<file path="config.mk">
export PLATFORM = sky130hd
export DESIGN_NAME = reg_file_2r1w
export DESIGN_NICKNAME = d
export VERILOG_FILES = /design/src/rtl/reg_file_2r1w.sv
export SDC_FILE = /design/constraint.sdc
export NUM_CORES = 2
export LEC_CHECK = 0
export ABC_CLOCK_PERIOD_IN_PS = 3800
export BUFFER_PORTS_ARGS = -buffer_cell sky130_fd_sc_hd__buf_4
export CORE_AREA = 2 2 353 355
export CTS_BUF_LIST = sky130_fd_sc_hd__clkbuf_8 sky130_fd_sc_hd__clkbuf_16
export DETAILED_ROUTE_END_ITERATION = 6
export DIE_AREA = 0 0 355 357
export GPL_ROUTABILITY_DRIVEN = 0
export GPL_TIMING_DRIVEN = 0
export HOLD_SLACK_MARGIN = 0.12
export PLACE_DENSITY = 0.66
export SLEW_MARGIN = 20
export SYNTH_ARGS = -nofsm -noshare
export SYNTH_HDL_FRONTEND = slang
export SYNTH_SLANG_ARGS = --single-unit
</file>
<file path="constraint.sdc">
create_clock -name Clk -period 3.8 [get_ports Clk]
set_input_delay 1.14 -clock Clk [delete_from_list [all_inputs] [get_ports Clk]]
set_output_delay 1.14 -clock Clk [all_outputs]
set_load 0.01 [all_outputs]
</file>
<file path="src/rtl/reg_file_2r1w.sv">
// 2**ADDR_W x DATA_W register file: two combinational read ports, one write port taking effect on the rising edge, r0 hardwired to zero.
// Write latency 1 cycle; reads 0 cycles, with optional write-through bypass; no handshake, a write is accepted every cycle.
module reg_file_2r1w #(
    parameter int DATA_W = 32,
    parameter int ADDR_W = 5,
    parameter bit BYPASS = 1'b1
) (
    input  logic              Clk,
    input  logic              Reset,
    input  logic              RegWrite,
    input  logic [ADDR_W-1:0] WriteRegister,
    input  logic [DATA_W-1:0] WriteData,
    input  logic [ADDR_W-1:0] ReadRegister1,
    input  logic [ADDR_W-1:0] ReadRegister2,
    output logic [DATA_W-1:0] ReadData1,
    output logic [DATA_W-1:0] ReadData2
);

    localparam int DEPTH = 2 ** ADDR_W;

    logic [DATA_W-1:0] regs [DEPTH];
    logic              wr_en;

    // Entry 0 is cleared by reset and never written; reads of 0 are forced below anyway.
    assign wr_en = RegWrite && (WriteRegister != '0);

    always_ff @(posedge Clk) begin
        if (Reset) begin
            for (int i = 0; i < DEPTH; i++) begin
                regs[i] <= '0;
            end
        end else if (wr_en) begin
            regs[WriteRegister] <= WriteData;
        end
    end

    logic bypass_en;
    logic hit1;
    logic hit2;

    // Reset suppresses the bypass so a discarded write is never visible.
    assign bypass_en = BYPASS && RegWrite && !Reset;
    assign hit1      = bypass_en && (WriteRegister == ReadRegister1);
    assign hit2      = bypass_en && (WriteRegister == ReadRegister2);

    always_comb begin
        ReadData1 = regs[ReadRegister1];
        if (ReadRegister1 == '0) begin
            ReadData1 = '0;
        end else if (hit1) begin
            ReadData1 = WriteData;
        end
    end

    always_comb begin
        ReadData2 = regs[ReadRegister2];
        if (ReadRegister2 == '0) begin
            ReadData2 = '0;
        end else if (hit2) begin
            ReadData2 = WriteData;
        end
    end

endmodule

</file>
==> summary.txt <==
Run status
  – Status: finished with violations
  – Failing checks: setup timing

Power and ir drop
  – Leakage power total: 23.6 nW
  – Pwr dens: 418 mW/mm^2
  – Peak VDD IR: 0.000387 V
  – Design Power: 28.4 mW

Global route
  – Initial antenna violation count: 11
  – GRT Overall Usage: 0.356
  – GR Overflow Total: 0
  – Number of global-route vias before repair: 38600
  – Global-route wire length before repair: 308 mm
  – Largest net degree at the start of global routing: 33

Clock tree
  – Clock slew at reported path FFs: 60 ps
  – CTS Root Cell: clkbuf_16
  – Cts bufs inserted: 110
  – Clk buf depth: 3
  – Hold buffers post-CTS: 0
  – H-tree levels: 3
  – CTS tree: built
  – Clk sinks: 1024

Detailed routing
  – DRT antenna net count: 0
  – Residual DRC: 0
  – DRT Pass-1 Iters: 6
  – Initial DRC Count: 7347
  – Vias: 40100
  – Post-Route WL: 230 mm
  – Drt wl/cell: 39.0 um
  – Vias per Instance: 6.82

Setup path
  – Crit path DAT: 3520 ps
  – Worst Setup EP: ReadData2[20]
  – Stages on the worst setup path: 8
  – Critical path's slowest cell: o211ai_1
  – Critical Path Start Type: primary input
  – Buf/Inv on CP: 5
  – Slowest stage delay, CP: 690 ps
  – Most Frequent Cell on Critical Path: buf_4
  – CP required: 2660 ps
  – Crit-path cells: buf_4 -> nor2b_2 -> buf_2 -> nand3_2 -> buf_12 -> clkbuf_16 -> o211ai_1 -> buf_4
  – Crit path launch: Reset
  – Crit end category: output pin
  – CP Class: primary input to output pin
  – CP top delay family: buffers and inverters
  – CP Max Fanout: 7

Finish
  – Biggest regs: regs x1024
  – Final Core Density: 0.552
  – Final instance area: 0.0679 mm^2
  – Max reg flops: 1024
  – Fillers: 9808
  – Nets: 4211
  – Area delta synth->final: 23.6%
  – Top reg by flops: regs
  – Share of cells above drive strength 1: 0.331

STA
  – Setup_tns: -82490 ps
  – Final setup violation count: 485
  – Ratio of final minimum period to clock period: 1.23
  – Max Fclk: 0.215 GHz
  – Slew HR: 0.204
  – Final Hold Violating Endpoints: 0
  – Worst-margin pin slew: 1190 ps
  – PnR worst setup slack: -858 ps
  – RSZ-0062 raised after global routing: true
  – Tmin final: 4660 ps
  – Final Slew Violations: 0

Die
  – Initial core utilization: 0.446
  – FP Rows: 129
  – DIE AREA: 0.127 mm^2
  – Core area: 0.123 mm^2
  – I/O pin total: 114
  – Die Y: 357 um
  – Die Wd: 355 um

Synthesis
  – Top FF cell, synth: edfxtp_1
  – Synth top area share: 0.560
  – Sequential share of the synthesized area: 0.560
  – Area contributors post-synth: edfxtp_1, mux4_2, and2_1
  – Post-synthesis cell type count: 45
  – Synth area leader: edfxtp_1
  – Post-Synthesis Mean Instance Area: 14.6 um^2
  – FF+latch count, synth: 1024
  – Cells after Synth: 3755
  – Synth Warn #: 0
  – Async SR Flop Fraction: 0
  – Post-synth EDFFs: 1024
  – Cell Area, Synth: 0.0549 mm^2

Place
  – IO Port Bufs: 103
  – Post-DP HPWL: 156 mm
  – Placed cell areas: 0.0584 mm^2

Flow run
  – Max Cap Violations: 0

Worst hold path
  – HP Class: primary input to flip-flop
where the power goes:
group	internal (mW)	switching, mW	leakage [nW]
registers	13.1	0.337	9.75
clock network	5.39	4.75	1.68
logic	2.03	2.83	12.1
total	20.5	7.92	23.6
logic make-up after synthesis:
| kind of cell | Yosys count | share of synthesized area |
|---|---|---|
| other | 1 | 0.0000683 |
| AND/OR/NAND/NOR | 1189 | 0.131 |
| XOR/XNOR | 10 | 0.00160 |
| multiplexers | 639 | 0.207 |
| flip-flops | 1024 | 0.560 |
| buffers and inverters | 415 | 0.0344 |
| AO/OA/AOI/OAI | 477 | 0.0653 |
how the worst min path moves through the flow:
stage / end / cells after the start / from
3_5_place_dp: regs[5][7]$_SDFFCE_PN0P_ / 2 / WriteData[7]
5_1_grt: regs[5][7]$_SDFFCE_PN0P_ / 2 / WriteData[7]
4_1_cts: regs[5][7]$_SDFFCE_PN0P_ / 2 / WriteData[7]
2_1_floorplan: regs[1][31]$_SDFFCE_PN0P_ / 1 / WriteData[31]
6_report: regs[5][7]$_SDFFCE_PN0P_ / 2 / WriteData[7]
3_3_place_gp: regs[5][7]$_SDFFCE_PN0P_ / 2 / WriteData[7]
synth_stat cells (5+ instances only):
master     number
a2111oi_0      35
a2111oi_2       8
o2111ai_1       5
edfxtp_1     1024
nor2b_1        23
buf_2          64
a211oi_1       36
a22oi_1        87
nand2_1        28
nand3_1        26
o21ai_0        27
buf_1          14
a22o_1         63
o221a_2         8
mux2_2         29
o22a_1          6
o221ai_1       68
mux4_2        394
o22ai_1        31
nand3b_1        7
a31oi_1        16
buf_4          24
buf_6          19
nor2_1         61
o211ai_1       11
mux2i_1       216
clkbuf_1      293
or2_2          33
and2_1        995
xor2_1          8
a21oi_1        74
layout make-up:
cell class                 instances  area, um^2  area share
antenna                            5        12.5    0.000184
timing repair buffer             275        3090      0.0455
sequential                      1024       30700       0.453
clock inverter                    86         440     0.00649
clock buffer                     111        2780      0.0409
multi-input combinational       2347       25000       0.369
tap                             1637        2050      0.0302
buffer                           403        3700      0.0545
metrics by stage:
stage                     instances  hold slack (ps)  worst slack, ps
after floorplan                3786             1340            -79.3
after global placement         5526             1500            -2410
after detailed placement       5534             1500            -2240
after CTS                      5827              754             -690
after global routing           5884              782             -824
final                          5888              773             -858
per-layer routing:
| metal | GRT usage | wire length [um] | share of wire |
|---|---|---|---|
| met1 | 0.467 | 79900 | 0.35 |
| met2 | 0.504 | 95500 | 0.42 |
| met3 | 0.121 | 35600 | 0.16 |
| met4 | 0.230 | 18500 | 0.081 |
| met5 | 0 | 62 | 0.00027 |
layout by cell type, fill, tap and decap left out, types with 20 or more instances in the layout:
| master | netlist | layout |
|---|---|---|
| a22oi_1 | 87 | 48 |
| a21oi_2 | 0 | 26 |
| clkinv_2 | 0 | 22 |
| or2_4 | 0 | 24 |
| clkbuf_1 | 293 | 194 |
| a22o_1 | 63 | 54 |
| nand3_1 | 26 | 22 |
| mux2_2 | 29 | 29 |
| o221ai_2 | 0 | 42 |
| edfxtp_1 | 1024 | 1024 |
| a22oi_2 | 0 | 39 |
| nand2_1 | 28 | 25 |
| conb_1 | 1 | 32 |
| mux2i_2 | 0 | 32 |
| mux2i_4 | 0 | 21 |
| a2111oi_4 | 0 | 39 |
| clkbuf_16 | 0 | 125 |
| o22ai_1 | 31 | 25 |
| o21ai_0 | 27 | 20 |
| and2_1 | 995 | 993 |
| clkbuf_2 | 0 | 23 |
| buf_6 | 19 | 86 |
| nor2_1 | 61 | 51 |
| buf_12 | 1 | 67 |
| clkbuf_8 | 0 | 25 |
| buf_4 | 24 | 167 |
| clkbuf_4 | 0 | 25 |
| buf_16 | 0 | 37 |
| mux4_2 | 394 | 394 |
| clkinv_1 | 0 | 30 |
| inv_1 | 0 | 24 |
| a21oi_1 | 74 | 46 |
| buf_8 | 0 | 25 |
| mux2i_1 | 216 | 163 |
repair_timing:
action                                  in CTS  in global routing
cloned                                      11                  4
buffers inserted                            92                 63
endpoints found under the setup margin     339                153
pin swaps                                  138                 90
gates resized for setup                    807                198
(Power assumes the default switching activity.)
